File: src/rtl/writeback_stage.sv
// writeback_stage: tags ALU issue, selects/extends write-back data, drives RF write port and instret
module writeback_stage #(
    parameter int DWIDTH        = 32,
    parameter int HART_ID_WIDTH = 4,
    parameter int REGADDR_WIDTH = 5,
    parameter int CNT_WIDTH     = 64
) (
    input  logic                     clk,
    input  logic                     reset_n,
    input  logic                     i_valid,
    input  logic [HART_ID_WIDTH-1:0] i_hart_id,
    input  logic [REGADDR_WIDTH-1:0] i_rd_addr,
    input  logic                     i_rd_we,
    input  logic [1:0]               i_wb_sel,
    input  logic [2:0]               i_funct3,
    input  logic [DWIDTH-1:0]        i_link_addr,
    input  logic [DWIDTH-1:0]        i_alu_result,
    input  logic [DWIDTH-1:0]        i_mem_rdata,
    output logic                     o_rf_we,
    output logic [HART_ID_WIDTH-1:0] o_rf_hart_id,
    output logic [REGADDR_WIDTH-1:0] o_rf_addr,
    output logic [DWIDTH-1:0]        o_rf_wdata,
    output logic [CNT_WIDTH-1:0]     o_instret
);
    logic                     s1_valid;
    logic [HART_ID_WIDTH-1:0] s1_hart_id;
    logic [REGADDR_WIDTH-1:0] s1_rd_addr;
    logic                     s1_rd_we;
    logic [1:0]               s1_wb_sel;
    logic [2:0]               s1_funct3;
    logic [DWIDTH-1:0]        s1_link_addr;
    logic [1:0]               off;
    logic [7:0]               ld_byte;
    logic [15:0]              ld_half;
    logic                     ld_sign;
    logic [DWIDTH-1:0]        ld_data;
    logic [DWIDTH-1:0]        wdata;

    assign off = i_alu_result[1:0];

    // Hold the issue-cycle control tag while the ALU produces its registered result
    always_ff @(posedge clk) begin
        if (!reset_n) begin
            s1_valid     <= 1'b0;
            s1_hart_id   <= '0;
            s1_rd_addr   <= '0;
            s1_rd_we     <= 1'b0;
            s1_wb_sel    <= '0;
            s1_funct3    <= '0;
            s1_link_addr <= '0;
        end else begin
            s1_valid     <= i_valid;
            s1_hart_id   <= i_hart_id;
            s1_rd_addr   <= i_rd_addr;
            s1_rd_we     <= i_rd_we;
            s1_wb_sel    <= i_wb_sel;
            s1_funct3    <= i_funct3;
            s1_link_addr <= i_link_addr;
        end
    end

    // Little-endian load extraction and write-back source select; funct3[2] selects zero extension
    always_comb begin
        ld_byte = i_mem_rdata[{off, 3'b000} +: 8];
        ld_half = i_mem_rdata[{off[1], 4'b0000} +: 16];
        ld_sign = ~s1_funct3[2] & (s1_funct3[0] ? ld_half[15] : ld_byte[7]);
        ld_data = (s1_funct3[1:0] == 2'b00) ? {{(DWIDTH-8){ld_sign}}, ld_byte} :
                  (s1_funct3[1:0] == 2'b01) ? {{(DWIDTH-16){ld_sign}}, ld_half} : i_mem_rdata;
        wdata   = (s1_wb_sel == 2'b10) ? s1_link_addr :
                  (s1_wb_sel == 2'b01) ? ld_data : i_alu_result;
    end

    // Register the write port and count every retiring instruction, wrapping silently
    always_ff @(posedge clk) begin
        if (!reset_n) begin
            o_rf_we      <= 1'b0;
            o_rf_hart_id <= '0;
            o_rf_addr    <= '0;
            o_rf_wdata   <= '0;
            o_instret    <= '0;
        end else begin
            o_rf_we      <= s1_valid & s1_rd_we & (s1_rd_addr != '0);
            o_rf_hart_id <= s1_hart_id;
            o_rf_addr    <= s1_rd_addr;
            o_rf_wdata   <= wdata;
            o_instret    <= o_instret + CNT_WIDTH'(s1_valid);
        end
    end
endmodule

File: config.mk
export PLATFORM = sky130hd
export DESIGN_NAME = writeback_stage
export DESIGN_NICKNAME = d
export VERILOG_FILES = /design/src/rtl/writeback_stage.sv
export SDC_FILE = /design/constraint.sdc
export NUM_CORES = 1
export LEC_CHECK = 0
export CORE_AREA = 2 2 154 156
export CTS_BUF_LIST = sky130_fd_sc_hd__clkbuf_16
export CTS_CLUSTER_DIAMETER = 200
export DETAILED_ROUTE_END_ITERATION = 12
export DIE_AREA = 0 0 156 158
export HOLD_SLACK_MARGIN = 0.05
export PLACE_DENSITY_LB_ADDON = 0.08
export SLEW_MARGIN = 20
export SYNTH_ARGS = -nofsm -noshare
export SYNTH_HDL_FRONTEND = slang
export SYNTH_SLANG_ARGS = --single-unit
File: constraint.sdc
create_clock -name clk -period 3.6 [get_ports clk]
set_input_delay 0.36 -clock clk [delete_from_list [all_inputs] [get_ports clk]]
set_output_delay 0.36 -clock clk [all_outputs]
set_load 0.1 [all_outputs]
==> summary.txt <==
worst setup path endpoint - o_instret[32]
synthesized instance count - 739
CP Depth - 1
pwr/cell area - 442 nW/um^2
final setup TNS - 0 ns
antenna viol nets, final - 0
Slew Limit Headroom - 0.289
Final Hold Viols - 0
root buffer cell - clkbuf_16
max frequency - 400 MHz
minimum hold slack - 0.438 ns
CTS Buffer Depth - 2
syn_nets - 855
area grow syn2layout - 45.5%
Ports - 220
routed wire length - 21700 um
Setup Viol. Count Final - 0
clock skew - 0.0122 ns
effective utilization at floorplan - 0.295
Pre-antenna DRT Iters - 4
critical-path cell list - clkdlybuf4s50_1
CTS Hold Bufs - 0
Crit Path Class - reg2out
Worst VDD drop - 280 uV
CP startpoint - o_instret[32]$_SDFF_PN0_
NumNets Final - 1061
vias per std cell - 4.91
syn avg cell area - 9.21 sq um
DR iter-0 viols - 327
ratio of cells with drive above 1 in the final layout - 0.0752
CTS buffer count - 17
share of the synthesized area in the top cell type - 0.453
Area contributors post-synth - dfxtp_1 45%, mux2i_1 6.0%, and2_1 5.5%, a21oi_1 4.5%, xor2_1 3.7%
R2R Path End - o_instret[60]$_SDFF_PN0_
Reg clk slew, reported paths - 0.07 ns
die width - 156 um
reg2reg path depth - 8
vias in the first global route - 5858
GR Overflow Total - 0
core footprint - 23100 sq um
Lkg Pwr - 3.67 nW
gpl congestion - 0.778
Worst Hold Depth - 1
CTS H-tree lvls - 4
post-CTS setup buffers - 0
# port buffers - 219
final core occ - 0.430
Hold Crit Start - s1_hart_id[1]$_SDFF_PN0_
crit path max-delay cell type - clkdlybuf4s50_1
EDFF count, synth - 0
Synth async-reset ratio - 0
TritonCTS sink count - 154
Final min period - 2.50 ns
flip-flop and latch count after synthesis - 154
dominant cell type by area after synthesis - dfxtp_1
Hold Path Class - reg2reg
crit share post-route - 0.695
per-cell routed wire length - 17.4 um
# Max-Cap Violations - 0
register area share after synthesis - 0.453
reg2reg start - s1_valid$_SDFF_PN0_
delay-heaviest family, CP - buffers and inverters
slew at the pin with the worst max-slew slack - 1.06 ns
Total GRT Usage - 0.177
critical path required time - 3.24 ns
dominant synthesized flop cell - dfxtp_1
CTS tree - yes
Worst path max stage delay - 1.20 ns
post_cts resized - 0
largest net degree at the start of global routing - 86
CP Buf/Inv Count - 1
Final Max Slew Viols - 0
Die Ht - 158 um
critical path data arrival time - 2.14 ns
RSZ-0062 raised after global routing - false
vias post-DR - 6136
Crit. End Element - primary output
DP HPWL - 15500 um
residual DRC count - 0
Setup crit start kind - flip-flop
outcome - complete, no violations
initial antenna violation count - 2
global-route wire length before repair - 33600 um
clk_lat worst skew - 0.43 ns
Synth warnings - 0
critical path fanouts, max - 8
mapped cell area - 6810 sq um
R2R setup slack - 1.19 ns
Die Area - 24600 sq um
# rows - 56
Netlist cell types - 45
stage by stage:
step | power, mW | worst slack, ns | instance area (sq um) | std cells
2_1_floorplan | 2.29 | 0.780 | 6810 | 739
6_report | 4.38 | 1.10 | 9900 | 1249
5_1_grt | 4.56 | 0.884 | 9900 | 1248
3_5_place_dp | 2.57 | 0.929 | 9280 | 1216
3_3_place_gp | 2.57 | 0.954 | 9280 | 1216
4_1_cts | 4.45 | 1.06 | 9900 | 1248
layout make-up:
cell class / count / area, sq um
flip-flops and latches: 154 / 3080
well taps: 290 / 363
inverters: 9 / 33.8
fillers: 2285 / 13100
clock buffers: 17 / 425
clock inverters: 15 / 199
diodes: 1 / 2.50
multi-input cells: 528 / 3490
repair buffers: 235 / 2310
worst min-delay path by stage:
| stage | to |
|---|---|
| after floorplan | o_rf_we$_SDFF_PN0_ |
| after global placement | o_rf_hart_id[2]$_SDFF_PN0_ |
| after detailed placement | o_rf_hart_id[1]$_SDFF_PN0_ |
| after CTS | o_rf_hart_id[1]$_SDFF_PN0_ |
| after global routing | o_rf_hart_id[1]$_SDFF_PN0_ |
| final | o_rf_hart_id[1]$_SDFF_PN0_ |
per-layer routing:
layer | share of wire | vias to the layer above | track usage
met5 | 0 | - | 0
li1 | - | 3066 | -
met2 | 0.45 | 165 | 0.271
met3 | 0.064 | 16 | 0.0526
met4 | 0.014 | 0 | 0.0446
met1 | 0.48 | 2889 | 0.244
sequential cells by signal, summed over array words and instances, names as in the netlist, 2 cells and up:
register	flops
s1_hart_id	4
o_rf_addr	5
o_rf_hart_id	4
s1_rd_addr	5
s1_wb_sel	2
o_rf_wdata	32
s1_link_addr	32
o_instret	64
s1_funct3	3
placed cells by master, fill, tap and decap left out, types with 8 or more instances in the layout:
master and n:
a211oi_1 16, nand4_1 22, dfxtp_1 153, xor2_1 29
a21oi_1 61, mux2i_1 41, and2_1 60, nand2_1 45
clkinv_8 8, buf_4 16, o21ai_0 39, inv_1 8
and3_1 21, nand3_1 28, a221o_1 15, nor2b_1 8
mux4_2 8, or3_1 23, a221oi_1 8, nor2_1 57
clkbuf_16 17, clkdlybuf4s50_1 218
cell families after synthesis:
group                      Yosys count  synth area share
AOI/OAI and AO/OA                  150             0.137
muxes                               49            0.0867
xor gates and xnor gates            33            0.0425
buffers and inverters               57            0.0351
DFF                                154             0.453
and+or+nand+nor                    294             0.242
adders and majority gates            2           0.00368
power breakdown:
group / switching, mW / internal, mW / total (mW)
Clock: 0.899 / 0.951 / 1.85
Sequential: 0.0304 / 1.77 / 1.80
Combinational: 0.459 / 0.272 / 0.731
Total: 1.39 / 2.99 / 4.38
cells in the mapped netlist, drive strengths merged (21+ instances only):
library cell    n
nand2          46
xor2           29
dfxtp         154
nand4          25
o21ai          39
and3           21
a21oi          61
and2           60
nor2           58
clkbuf         37
mux2i          41
nand3          29
or3            23
worst register-to-register path, stage by stage, from the launching register on:
cell and delay, ns:
dfxtp_1 0.34, ha_1 0.19, ha_1 0.21, and4_1 0.28
nor3b_4 0.27, buf_4 0.29, nand4_1 0.23, or3_1 0.39
a21oi_1 0.14
No activity file was read; power rests on OpenSTA's default activity.
